$ cat config.mk
export PLATFORM = sky130hd
export DESIGN_NAME = freq_meas_ctrl
export DESIGN_NICKNAME = d
export VERILOG_FILES = /design/src/rtl/freq_meas_ctrl.sv
export SDC_FILE = /design/constraint.sdc
export NUM_CORES = 1
export LEC_CHECK = 0
export CORE_UTILIZATION = 57
export CTS_BUF_LIST = sky130_fd_sc_hd__clkbuf_4 sky130_fd_sc_hd__clkbuf_8
export DETAILED_ROUTE_END_ITERATION = 6
export GPL_TIMING_DRIVEN = 1
export PLACE_DENSITY = 0.88
export SLEW_MARGIN = 10
export SYNTH_ARGS = -nofsm -noshare
export SYNTH_HDL_FRONTEND = slang
export SYNTH_SLANG_ARGS = --single-unit
$ cat constraint.sdc
create_clock -name clk_50M -period 6.24 [get_ports clk_50M]
set_input_delay 1.872 -clock clk_50M [delete_from_list [all_inputs] [get_ports clk_50M]]
set_output_delay 1.872 -clock clk_50M [all_outputs]
set_load 0.02 [all_outputs]
$ cat src/rtl/freq_meas_ctrl.sv
// Frequency-meter sequencer: clear -> gate -> settle -> latch, repeated while run is high.
// Latency: meas_done 1+CLEAR+GATE+SETTLE+1 cycles after run is sampled; period 1+CLEAR+GATE+SETTLE.
// No backpressure: phases always run to completion; run only decides whether another cycle follows.
module freq_meas_ctrl #(
    parameter int GATE_CYCLES   = 50_000_000,
    parameter int CLEAR_CYCLES  = 1_000_000,
    parameter int SETTLE_CYCLES = 1000
) (
    input  logic        clk_50M,
    input  logic        rst_n,
    input  logic        run,
    input  logic [31:0] cnt_result,
    input  logic        cnt_over,
    output logic        counter_en,
    output logic        clear,
    output logic [31:0] disp_bcd,
    output logic        disp_over,
    output logic        meas_done,
    output logic        busy
);

    localparam int MAX_GC  = (GATE_CYCLES > CLEAR_CYCLES) ? GATE_CYCLES : CLEAR_CYCLES;
    localparam int MAX_CYC = (MAX_GC > SETTLE_CYCLES) ? MAX_GC : SETTLE_CYCLES;
    localparam int TW      = $clog2(MAX_CYC + 1);

    localparam logic [TW-1:0] CLEAR_LD  = TW'(CLEAR_CYCLES - 1);
    localparam logic [TW-1:0] GATE_LD   = TW'(GATE_CYCLES - 1);
    localparam logic [TW-1:0] SETTLE_LD = TW'(SETTLE_CYCLES - 1);

    typedef enum logic [2:0] {
        S_IDLE,
        S_CLEAR,
        S_GATE,
        S_SETTLE,
        S_LATCH
    } state_t;

    state_t        state;
    logic [TW-1:0] timer;
    logic          run_q;

    // Timer is loaded with length-1 on entry, so a phase ends on the edge where it reads zero.
    always_ff @(posedge clk_50M or negedge rst_n) begin
        if (!rst_n) begin
            state      <= S_IDLE;
            timer      <= '0;
            run_q      <= 1'b0;
            clear      <= 1'b1;
            counter_en <= 1'b0;
            disp_bcd   <= '0;
            disp_over  <= 1'b0;
            meas_done  <= 1'b0;
            busy       <= 1'b0;
        end else begin
            run_q     <= run;
            meas_done <= 1'b0;
            case (state)
                S_IDLE: begin
                    if (run_q) begin
                        state <= S_CLEAR;
                        timer <= CLEAR_LD;
                        clear <= 1'b1;
                        busy  <= 1'b1;
                    end
                end
                S_CLEAR: begin
                    if (timer == '0) begin
                        state      <= S_GATE;
                        timer      <= GATE_LD;
                        clear      <= 1'b0;
                        counter_en <= 1'b1;
                    end else begin
                        timer <= timer - TW'(1);
                    end
                end
                S_GATE: begin
                    if (timer == '0) begin
                        state      <= S_SETTLE;
                        timer      <= SETTLE_LD;
                        counter_en <= 1'b0;
                    end else begin
                        timer <= timer - TW'(1);
                    end
                end
                S_SETTLE: begin
                    if (timer == '0) begin
                        state <= S_LATCH;
                    end else begin
                        timer <= timer - TW'(1);
                    end
                end
                S_LATCH: begin
                    // Counter is frozen here, so the unsynchronised digits are stable.
                    disp_bcd  <= cnt_result;
                    disp_over <= cnt_over;
                    meas_done <= 1'b1;
                    clear     <= 1'b1;
                    if (run_q) begin
                        state <= S_CLEAR;
                        timer <= CLEAR_LD;
                    end else begin
                        state <= S_IDLE;
                        timer <= '0;
                        busy  <= 1'b0;
                    end
                end
                default: begin
                    state      <= S_IDLE;
                    timer      <= '0;
                    clear      <= 1'b1;
                    counter_en <= 1'b0;
                    busy       <= 1'b0;
                end
            endcase
        end
    end

endmodule
==> results.yml <==
outcome:
  outcome: "finished, final reports clean"
logic_synthesis:
  postSynthCellCount: 321
  synth_cell_types: 54
  yosysWarnings: 0
  synth_adder_area_share: 0.00669
  syn_area_um2: 3370
  synth-compound-area-share: 0.165
  synthMuxAreaShare: 0.113
  synth_top_family_by_area: "simple AND/OR/NAND/NOR gates"
  synth_flop_cell: "dfrtp_1"
  synth-async-reset-ratio: 1.00
  synth-edff-count: 0
  synth_nets: 358
  synthXorXnorAreaFrac: 0.0104
  ys_seq_area_frac: 0.498
  synthSimpleGateAreaFrac: 0.171
  ys_ff_latch: 67
  syn_avg_cell_area_um2: 10.5
pwr:
  vdd_ir_drop_max_v: 0.000191
  leakagePower_nw: 1.84
  powerDensity_nw_per_um2: 279
global_routing:
  track_usage: 0.308
  grt.overflow.total: 0
  grt_pass1_wl_um: 14400
  antenna_found_initial: 0
  grt_start_max_net_pins: 43
  first_global_vias: 2879
worst_setup_path:
  startpoint_type: "register"
  critPathArrivalTime_ps: 1500
  cpMaxStageDelayCell: "clkdlybuf4s50_1"
  worst_ep_required_time_ps: 4370
  crit-reg2reg-launch: "timer[4]"
  crit_path_start: "clear"
  path_class: "register to output port"
  path_delay_family: "buffers and inverters"
  worst-r2r-setup-slack_ps: 3290
  crit_fanout: 3
  critPathBufInv: 1
  path_cells: "clkdlybuf4s50_1"
  max_stage_delay_ps: 600
  end_kind: "output port"
route:
  route.vias.total: 3027
  finalWirelength_um: 8850
  drc: 0
  detail-route-antenna-nets: 0
  drt-initial-drc-count: 379
  firstDrtPassIters: 5
  routed_via_density: 6.52
  wl_per_cell_um: 19.1
final_layout:
  drive_above_1_share: 0.171
  areaGrowthSynthToFinish_pct: 28.1
  fill_cells: 377
  nets: 424
  finish.utilization: 0.769
  n_antenna_cell: 0
cts:
  cts.repair.resized: 0
  hold_buffers: 0
  cts.htree.levels: 3
  clk_path_buf_depth: 2
  path_clk_slew_ps: 70
  postCtsSetupRepairBufs: 0
  clkLatencyLatePin_ps: 350
  cts_tree: "built"
  cts_root_buf: "clkbuf_8"
  cts_buffers: 9
  cts_sinks: 67
run:
  drv_cap: 0
timing:
  hold_ws_ps: 485
  hold_violations: 0
  fin_setup_tns_ps: 0
  timing.final.crit_period_ps: 3370
  max_slew_margin: 0.195
  setup_viol: 0
  rsz0062_at_grt: "false"
  period_share: 0.540
  tightest_slew_ps: 1200
  clock_skew_ps: 8.17
  fmax_mhz: 297
  drv_slew: 0
die:
  num_io_pins: 73
  die_h_um: 78.9
  core_um2: 5610
  dieArea_um2: 6220
  dieWidth_um: 78.9
  initial_utilization: 0.601
  rows: 27
placement:
  gp_congestion: 0.895
  io_buffers: 72
  place_hpwl_um: 6180
hold_path:
  min_from: "timer[20]"
  hp-class: "register to register"
==> Yosys cell counts, types with 3 or more instances <==
cell / count / share of area
nand2_1: 18 / 0.020
nor4_1: 10 / 0.019
a211oi_1: 3 / 0.0067
o41ai_1: 5 / 0.013
xnor2_1: 4 / 0.010
nand4_1: 4 / 0.0074
o31ai_1: 3 / 0.0067
or2_2: 6 / 0.011
nor3_1: 11 / 0.016
a21oi_1: 13 / 0.019
buf_2: 3 / 0.0045
inv_1: 7 / 0.0078
nand3_1: 9 / 0.013
o211ai_1: 4 / 0.0089
mux2_2: 33 / 0.11
o311ai_0: 4 / 0.010
o21ai_0: 18 / 0.027
o21a_1: 4 / 0.0089
clkbuf_1: 17 / 0.019
or4_1: 9 / 0.020
dfrtp_1: 66 / 0.49
or3_1: 4 / 0.0074
nor2_1: 18 / 0.020
a31oi_1: 12 / 0.022
==> final timing paths <==
| path | endpoint | cells past startpoint |
|---|---|---|
| setup / recovery | clear | 1 |
| hold / removal | timer[20] | 1 |
| setup reg to reg | timer[5] | 5 |
| hold reg to reg | timer[20] | 1 |
| max in group asynchronous | clear | 2 |
| min in group asynchronous | disp_bcd[16] | 1 |
==> sequential cells by signal, indices dropped and copies added (netlist names) <==
name	count
disp_bcd	32
timer	26
state	3
busy	1
clear	1
counter_en	1
disp_over	1
meas_done	1
run_q	1
==> cell type report <==
type                            count  area, um2  share of cell area
Sequential cell                    67       1680               0.389
Clock inverter                      4       51.3              0.0119
Multi-Input combinational cell    225       1570               0.365
Timing Repair Buffer               76        746               0.173
Tap cell                           72       90.1              0.0209
Clock buffer                       12        146              0.0339
Inverter                            8       30.0             0.00696
==> through the flow <==
stage | instance area (um2) | worst slack (ps) | power (mW) | instances
2_1_floorplan | 3370 | 3800 | 0.744 | 321
3_3_place_gp | 4120 | 3250 | 0.818 | 448
3_5_place_dp | 4120 | 3240 | 0.834 | 448
4_1_cts | 4310 | 2870 | 1.19 | 464
5_1_grt | 4310 | 2850 | 1.26 | 464
6_report | 4310 | 2870 | 1.20 | 464
==> cells in the final DEF (no fill, tap or decap), drive strengths merged, types with 2 or more instances in the layout <==
cell type,netlist,layout
o21ai,18,18
o31a,2,2
a32o,2,2
nand2,18,18
a31oi,12,12
o211ai,4,4
and3,2,2
or2,6,6
o31ai,3,3
clkbuf,17,12
o22ai,2,2
inv,7,7
nor4,11,11
nor3,13,13
nand3b,2,2
buf,4,5
or3,5,5
mux2,33,33
dfrtp,66,66
or4,9,9
xnor2,4,4
o311ai,4,4
nor2,18,18
clkinv,1,3
o41ai,5,5
nand3,9,9
a21oi,13,13
clkdlybuf4s50,0,71
nand4,4,4
o21a,4,4
a211oi,3,3
==> routing by layer <==
metal,global-route usage,wire (um),vias to the layer above
met3,0.0517,638,30
met5,0,0,-
met2,0.499,4430,169
li1,-,-,1357
met4,0.160,297,0
met1,0.397,3490,1471
==> kinds of logic after synthesis <==
logic type | Yosys count
simple gates | 103
compound gates | 82
flops | 67
mux | 34
buf+inv | 29
xor+xnor | 4
fa+ha+maj | 2
==> power by group <==
group | internal (mW) | switching [mW]
Sequential | 0.485 | 0.0671
Clock | 0.198 | 0.167
Combinational | 0.123 | 0.161
Note: power is estimated with default switching activity, not from simulation.
